$ cat config.mk
export PLATFORM = sky130hd
export DESIGN_NAME = kgp_mc_sequencer
export DESIGN_NICKNAME = d
export VERILOG_FILES = /design/src/rtl/kgp_mc_sequencer.sv
export SDC_FILE = /design/constraint.sdc
export NUM_CORES = 1
export LEC_CHECK = 0
export ABC_AREA = 1
export CAP_MARGIN = 20
export CELL_PAD_IN_SITES_DETAIL_PLACEMENT = 0
export CELL_PAD_IN_SITES_GLOBAL_PLACEMENT = 2
export CORE_UTILIZATION = 14
export DETAILED_ROUTE_END_ITERATION = 7
export HOLD_SLACK_MARGIN = 0.15
export PLACE_DENSITY_LB_ADDON = 0.08
export SLEW_MARGIN = 30
export SYNTH_ARGS = -nofsm -noshare
export SYNTH_HDL_FRONTEND = slang
export SYNTH_SLANG_ARGS = --single-unit
$ cat constraint.sdc
create_clock -name clk -period 2.2 [get_ports clk]
set_clock_uncertainty 0.1 [all_clocks]
set_input_delay 0.33 -clock clk [delete_from_list [all_inputs] [get_ports clk]]
set_output_delay 0.33 -clock clk [all_outputs]
set_load 0.05 [all_outputs]
$ cat src/rtl/kgp_mc_sequencer.sv
// Multi-cycle FETCH/DECODE/EXEC/MEM/WB control sequencer for the KGP-RISC core.
// Optional retired-instruction counter enabled by defining KGP_SEQ_PERF_EN.
module kgp_mc_sequencer (
    input  logic        clk,
    input  logic        rst_n,
    input  logic [31:0] instr,
    input  logic        zero,
    input  logic        imem_ack,
    input  logic        dmem_ack,
    output logic        imem_req,
    output logic        dmem_req,
    output logic        dmem_we,
    output logic        ir_write,
    output logic        pc_write,
    output logic [1:0]  pc_src,
    output logic        alu_src_b,
    output logic [3:0]  ALUOp,
    output logic        reg_write,
    output logic        mem_to_reg,
    output logic        halted,
    output logic        illegal,
    output logic [2:0]  state,
    output logic [31:0] retired
);

    typedef enum logic [2:0] {
        StFetch  = 3'd0,
        StDecode = 3'd1,
        StExec   = 3'd2,
        StMem    = 3'd3,
        StWb     = 3'd4,
        StHalt   = 3'd5
    } state_e;

    state_e     r_state;
    state_e     w_state_next;
    logic       r_illegal;
    logic       w_set_illegal;
    logic [5:0] w_op;
    logic [3:0] w_aluop;
    logic       w_is_imm;
    logic       w_is_ld;
    logic       w_is_st;
    logic       w_is_jump;
    logic       w_is_branch;
    logic       w_is_halt;
    logic       w_is_legal;
    logic       w_unused;

    assign w_op        = instr[31:26];
    assign w_unused    = ^instr[25:0];
    assign w_is_imm    = (w_op >= 6'd1) && (w_op <= 6'd8);
    assign w_is_ld     = (w_op == 6'd9);
    assign w_is_st     = (w_op == 6'd10);
    assign w_is_jump   = (w_op == 6'd12);
    assign w_is_branch = (w_op >= 6'd13) && (w_op <= 6'd16);
    assign w_is_halt   = (w_op == 6'd63);
    assign w_is_legal  = (w_op <= 6'd16) || w_is_halt;

    always_comb begin
        w_aluop = 4'b0000;
        case (w_op)
            6'd0:                       w_aluop = 4'b0010;
            6'd1:                       w_aluop = 4'b0000;
            6'd2:                       w_aluop = 4'b0001;
            6'd3:                       w_aluop = 4'b0100;
            6'd4:                       w_aluop = 4'b0101;
            6'd5:                       w_aluop = 4'b0110;
            6'd6:                       w_aluop = 4'b0111;
            6'd7:                       w_aluop = 4'b1000;
            6'd8:                       w_aluop = 4'b1001;
            6'd9, 6'd10:                w_aluop = 4'b1010;
            6'd11:                      w_aluop = 4'b1100;
            6'd13, 6'd14, 6'd15, 6'd16: w_aluop = 4'b1011;
            default:                    w_aluop = 4'b0000;
        endcase
    end

    always_ff @(posedge clk or negedge rst_n) begin
        if (!rst_n) begin
            r_state   <= StFetch;
            r_illegal <= 1'b0;
        end else begin
            r_state <= w_state_next;
            if (w_set_illegal) begin
                r_illegal <= 1'b1;
            end
        end
    end

    // FETCH strobes are gated by rst_n so every output reads 0 while reset is held.
    always_comb begin
        w_state_next  = r_state;
        w_set_illegal = 1'b0;
        imem_req      = 1'b0;
        dmem_req      = 1'b0;
        dmem_we       = 1'b0;
        ir_write      = 1'b0;
        pc_write      = 1'b0;
        pc_src        = 2'b00;
        alu_src_b     = 1'b0;
        ALUOp         = 4'b0000;
        reg_write     = 1'b0;
        mem_to_reg    = 1'b0;
        unique case (r_state)
            StFetch: begin
                imem_req = rst_n;
                if (imem_ack) begin
                    ir_write     = rst_n;
                    pc_write     = rst_n;
                    w_state_next = StDecode;
                end
            end
            StDecode: begin
                if (w_is_jump) begin
                    pc_write     = 1'b1;
                    pc_src       = 2'b10;
                    w_state_next = StFetch;
                end else if (w_is_halt) begin
                    w_state_next = StHalt;
                end else if (!w_is_legal) begin
                    w_set_illegal = 1'b1;
                    w_state_next  = StHalt;
                end else begin
                    w_state_next = StExec;
                end
            end
            StExec: begin
                ALUOp     = w_aluop;
                alu_src_b = w_is_imm | w_is_ld | w_is_st;
                if (w_is_branch) begin
                    pc_write     = zero;
                    pc_src       = zero ? 2'b01 : 2'b00;
                    w_state_next = StFetch;
                end else if (w_is_ld || w_is_st) begin
                    w_state_next = StMem;
                end else begin
                    w_state_next = StWb;
                end
            end
            StMem: begin
                dmem_req = 1'b1;
                dmem_we  = w_is_st;
                ALUOp    = 4'b1010;
                if (dmem_ack) begin
                    w_state_next = w_is_ld ? StWb : StFetch;
                end
            end
            StWb: begin
                reg_write    = 1'b1;
                mem_to_reg   = w_is_ld;
                w_state_next = StFetch;
            end
            StHalt: begin
                w_state_next = StHalt;
            end
            default: begin
                w_state_next = StFetch;
            end
        endcase
    end

    assign state   = r_state;
    assign halted  = (r_state == StHalt);
    assign illegal = r_illegal;

`ifdef KGP_SEQ_PERF_EN
    // Every completion path is a return to FETCH from some other state.
    logic [31:0] r_retired;
    logic        w_retire;

    assign w_retire = (r_state != StFetch) && (w_state_next == StFetch);

    always_ff @(posedge clk or negedge rst_n) begin
        if (!rst_n) begin
            r_retired <= 32'd0;
        end else if (w_retire) begin
            r_retired <= r_retired + 32'd1;
        end
    end

    assign retired = r_retired;
`else
    assign retired = 32'd0;
`endif

endmodule
Yosys cells after proc, flatten, opt, wreduce, memory -nomap -nowiden
Memories as Yosys holds them, arrays and structs flattened.
Index checks and enable logic that the tools add are counted.
- bits in registers: 4
- bits in read-only memories: 128
- input port bits: 37
- output and inout port bits: 51
- word-level logic and storage cells: 56
- memories kept: 1
- memories (memory ; words ; bits a word ; read ports ; clocked after Yosys merged registers in ; write ports ; line ; text):
    (no name shown) ; 32 ; 4 ; 1 ; 0 ; 0 ; 62 ; case (w_op)
- magnitude comparators: 4
- eq/ne operators: 11
- multiplexer cells: 30
- bitwise operators: 2
- reductions and logical operators: 6
- operators with widths (cell ; count):
    3-bit 2-to-1 mux ; 8
    6-bit by 4-bit == test with 1-bit output (second input constant) ; 3
    1-bit 2-to-1 mux ; 16
    3-bit one-hot mux with 5 select lines ; 1
    4-bit one-hot mux with 2 select lines ; 1
    3-bit by 2-bit == test with 1-bit output (second input constant) ; 2
    3-bit == test (second input constant) ; 2
    6-bit == test (second input constant) ; 1
    6-bit by 1-bit greater-or-equal comparator with 1-bit output (second input constant) ; 1
    6-bit by 4-bit greater-or-equal comparator with 1-bit output (second input constant) ; 1
    6-bit by 4-bit <= comparator with 1-bit output (second input constant) ; 1
    6-bit by 5-bit <= comparator with 1-bit output (second input constant) ; 1
    4-bit 2-to-1 mux ; 1
    2-bit != test (second input constant) ; 2
    2-bit one-hot mux with 2 select lines ; 1
    3-bit by 1-bit == test with 1-bit output (second input constant) ; 1
    3-bit zero test ; 1
    1-bit one-hot mux with 3 select lines ; 1
    1-bit logical AND ; 2
    1-bit logical OR ; 2
    2-bit 2-to-1 mux ; 1
    1-bit bitwise OR ; 2
    2-bit AND reduction ; 1

Depth between registers and ports, before layout
- depth after elaboration: 6
- gate-level depth with buffers: 8
- depth with buffers taken out: 8

Worst setup path after synthesis
OpenSTA, ideal clock, no wires.
- path type: reg2out
- from: register r_state[0] (netlist: state[0])
- to: output port pc_write
- data arrival time: 2478 ps
- data required time: 1770 ps
- setup slack: -708 ps
- cell stages (with the launch flop): 8
- path buffers: 0
- path through: dfrtp_1 -> inv_2 -> nand3_1 -> nor2_2 -> nand2_1 -> inv_1 -> nor2_1 -> o21ai_0
- longest elaborated chain between the ends: 2
- elaborated cells between the ends (all ways): 4
- classes of those cells: eq/ne (2); mux (1); reduce/logical (1)
- RTL lines (item ; line ; text):
    start, declared ; 35 ; state_e r_state;
    start signal, assigned ; 81 ; r_state <= StFetch;
    start signal, assigned ; 84 ; r_state <= w_state_next;
    3-bit by 2-bit == test with 1-bit output, or another cell as far along ; 105 ; unique case (r_state)
    1-bit one-hot mux with 3 select lines (*) ; 105 ;
    end, declared ; 14 ; output logic pc_write,
Mark *: on every way between the ends. The rest lies on a longest branch, timed or not.

Final worst setup path
- from: input port instr[30]
- to: output port pc_write
- longest elaborated chain between the ends: 4
- elaborated cells between the ends (all ways): 7
- classes of those cells: order compare (2); eq/ne (1); mux (3); reduce/logical (1)
- RTL lines (item ; line ; text):
    start, declared ; 6 ; input logic [31:0] instr,
    6-bit by 4-bit greater-or-equal comparator with 1-bit output / 6-bit by 5-bit <= comparator with 1-bit output (equally long branches) ; 56 ; assign w_is_branch = (w_op >= 6'd13) && (w_op <= 6'd16);
    1-bit logical AND ; 56 ;
    1-bit 2-to-1 mux ; 131 ; if (w_is_branch) begin
    1-bit one-hot mux with 3 select lines (*) ; 105 ;
Marks and branches as above.

==> reports/qor.txt <==
Status: finished clean
RSZ-0062 raised after global routing: false
Layout Nets: 246
Dpl ws: -0.172 ns
Top cells by area, synth: buf_4 26%, dfrtp_1 11%, ha_1 11%, nand2_1 9.0%, inv_1 7.7%
Leading area contributor after synthesis: buf_4
Reg2reg path depth: 8
IO Port Bufs: 29
DRT antenna net count: 0
Clock Sinks: 4
Total track usage: 0.0796
Simple-Gate Fraction of Synth Area: 0.323
Slew margin rel.: 0.667
Initial Util: 0.145
Row cnt: 29
Synth cell types: 27
Worst Hold Class: input port to asynchronous set/reset pin
Grt peak-use layer: met2
CP delay by family, top: buffers and inverters
CP arrival: 1.64 ns
Met3 usage: 0.0159
Leakage power: 0.810 nW
Post-synth top area share: 0.261
Synth Warn #: 0
Fmax: 483 MHz
Adder-cell area share of the yosys netlist: 0.109
Min Tclk post-route: 2.07 ns
Max Cap Viol: 0
Worst EP required: 1.77 ns
Area of placed instances: 1530 um2
HPWL after detailed placement: 2.45 mm
Crit path max-delay cell type: clkdlybuf4s50_1
EDFF count, synth: 0
Routed via count: 981
Initial DRC count: 12
Chip Width: 83.2 um
WP buf/inv: 3
FF+latch count, synth: 4
Critical Path, Cell by Cell: clkdlybuf4s50_1 > nor2_4 > buf_12 > nand3_1 > nor2_2 > nor2_2 > o21ai_4 > buf_12
Drc violations: 0
First-pass GRT wire length: 4.43 mm
Final Hold Viols: 0
GR Util met1: 0.104
Drt first pass iters: 4
Most used DFF post-synth: dfrtp_1
Setup_tns: 0 ns
CTS Buffer Depth: 2
Slew @ Worst Pin: 0.498 ns
Post-Synth XOR/XNOR Area: 0
Die footprint: 6920 um2
Clock Root Buffer: clkbuf_8
Post-synth ARST share: 1.00
Routability cong.: 0.763
Max stage delay on crit path: 0.46 ns
Largest family of logic cells by synthesized area: buffers and inverters
Synth Area per Inst: 6.54 um2
Worst setup EP type: output port
Share of cells above drive strength 1: 0.395
CP startpoint kind: input port
VDD IR-drop max: 574 uV
Worst hold slack: 0.301 ns
Htree depth: 1
Initial antenna violation count: 0
Crit Path Category: input port to output port
Max Slew Vio Count: 0
Largest net degree at the start of global routing: 8
Fillers: 731
Mux share of post-synthesis cell area: 0
Critical-path maximum fanout: 6
Final antenna diode count: 0
Fin area: 1620 um2
Compound-Gate Fraction of Synth Area: 0.102
Fin crit share: 0.941
Number of cells on the critical path: 8
Vias in the first global route: 941
Final setup violation count: 0
WL/cell: 9.72 um
Area Growth Syn to Fin: 76.1%
Num CTS Buffers: 3
I/O Pins: 88
Post-route worst setup slack: 0.130 ns
CTS Hold Bufs: 0
Synth Instances: 141
Post-layout util: 0.256
Congestion Overflow GR: 0
Final wirelength: 2.69 mm
Netlist Area Pre-Place: 922 um2
Clock latency on the worst-skew pair: 0.22 ns
Seq/Total Area, Yosys: 0.109
PD cells: 724 nW/um2
Die Span Y: 83.2 um
Core area: 6350 um2
Clock-pin slew on the worst setup and hold paths: 0.04 ns
CTS tree: done
Vias per inst: 3.54
Met2 usage: 0.133
## layout make-up
type | count | area (um2) | area share
clock buffers | 4 | 45.0 | 0.0277
inverters | 23 | 92.6 | 0.0570
multi-input cells | 113 | 664 | 0.409
flip-flops and latches | 4 | 106 | 0.0655
well taps | 77 | 96.3 | 0.0593
repair buffers | 56 | 619 | 0.381
## Yosys cell counts, drive strengths merged, types with 2 or more instances
| master | n |
|---|---|
| buf | 32 |
| nand2 | 24 |
| a21oi | 3 |
| nand3 | 14 |
| o21ai | 7 |
| nor3 | 2 |
| ha | 8 |
| nor2 | 15 |
| inv | 23 |
| dfrtp | 4 |
## power breakdown
part	internal (mW)	switching (mW)	leakage, nW	total [mW]
clock	0.124	0.0449	0.0228	0.169
combinational	0.281	0.570	0.745	0.851
sequential	0.105	0.0491	0.0432	0.155
total	0.511	0.664	0.810	1.18
## per-stage QoR
| step | std cells | power, mW |
|---|---|---|
| global route | 277 | 1.25 |
| detailed placement | 271 | 1.01 |
| finish | 277 | 1.18 |
| global placement | 271 | 1.01 |
| floorplan | 172 | 0.768 |
| CTS | 276 | 1.18 |
## routing by layer
| layer | routed length, um | share of wire |
|---|---|---|
| met5 | 0 | 0 |
| met4 | 14 | 0.0052 |
| met3 | 119 | 0.044 |
| met2 | 1290 | 0.48 |
| met1 | 1270 | 0.47 |
## timing repair
action                                  CTS  global route
resized for setup                        12             3
pin swaps                                 2             1
buffers inserted                          1             1
endpoints found under the setup margin    8             8
## layout by cell type, fill, tap and decap left out, types with 2 or more instances in the layout
cell type,n
conb_1,32
buf_4,29
nand2_1,21
inv_1,14
buf_12,13
nand3_1,12
clkdlybuf4s50_1,9
ha_1,8
inv_2,7
nor2_1,7
nor2_4,4
nor2_2,4
nand2_2,3
o21ai_1,3
clkbuf_8,3
dlygate4sd2_1,3
a21oi_2,2
nand3_2,2
o21ai_2,2
dlymetal6s2s_1,2
dfrtp_2,2
## state kept, by name, indices dropped and copies added (netlist names)
register / flops
illegal: 1
state: 3
## logic make-up (layout without fill, tap and decap cells)
| group | after synthesis | in the layout |
|---|---|---|
| simple gates | 59 | 59 |
| buf+inv | 55 | 83 |
| compound gates | 14 | 14 |
| fa+ha+maj | 8 | 8 |
| flops | 4 | 4 |
| other cells | 1 | 32 |
## path summary, 6_finish.rpt
| check | startpoint | slack [ns] | to |
|---|---|---|---|
| max | instr[30] | 0.13 | pc_write |
| min | rst_n | 0.30 | state[0]$_DFFE_PN0P_ |
| max reg2reg | state[2]$_DFFE_PN0P_ | 0.82 | state[0]$_DFFE_PN0P_ |
| min reg2reg | illegal$_DFFE_PN0P_ | 0.38 | illegal$_DFFE_PN0P_ |
| max in group asynchronous | rst_n | 1.58 | state[2]$_DFFE_PN0P_ |
| min in group clk | illegal$_DFFE_PN0P_ | 0.38 | illegal$_DFFE_PN0P_ |
(Power assumes the default switching activity.)
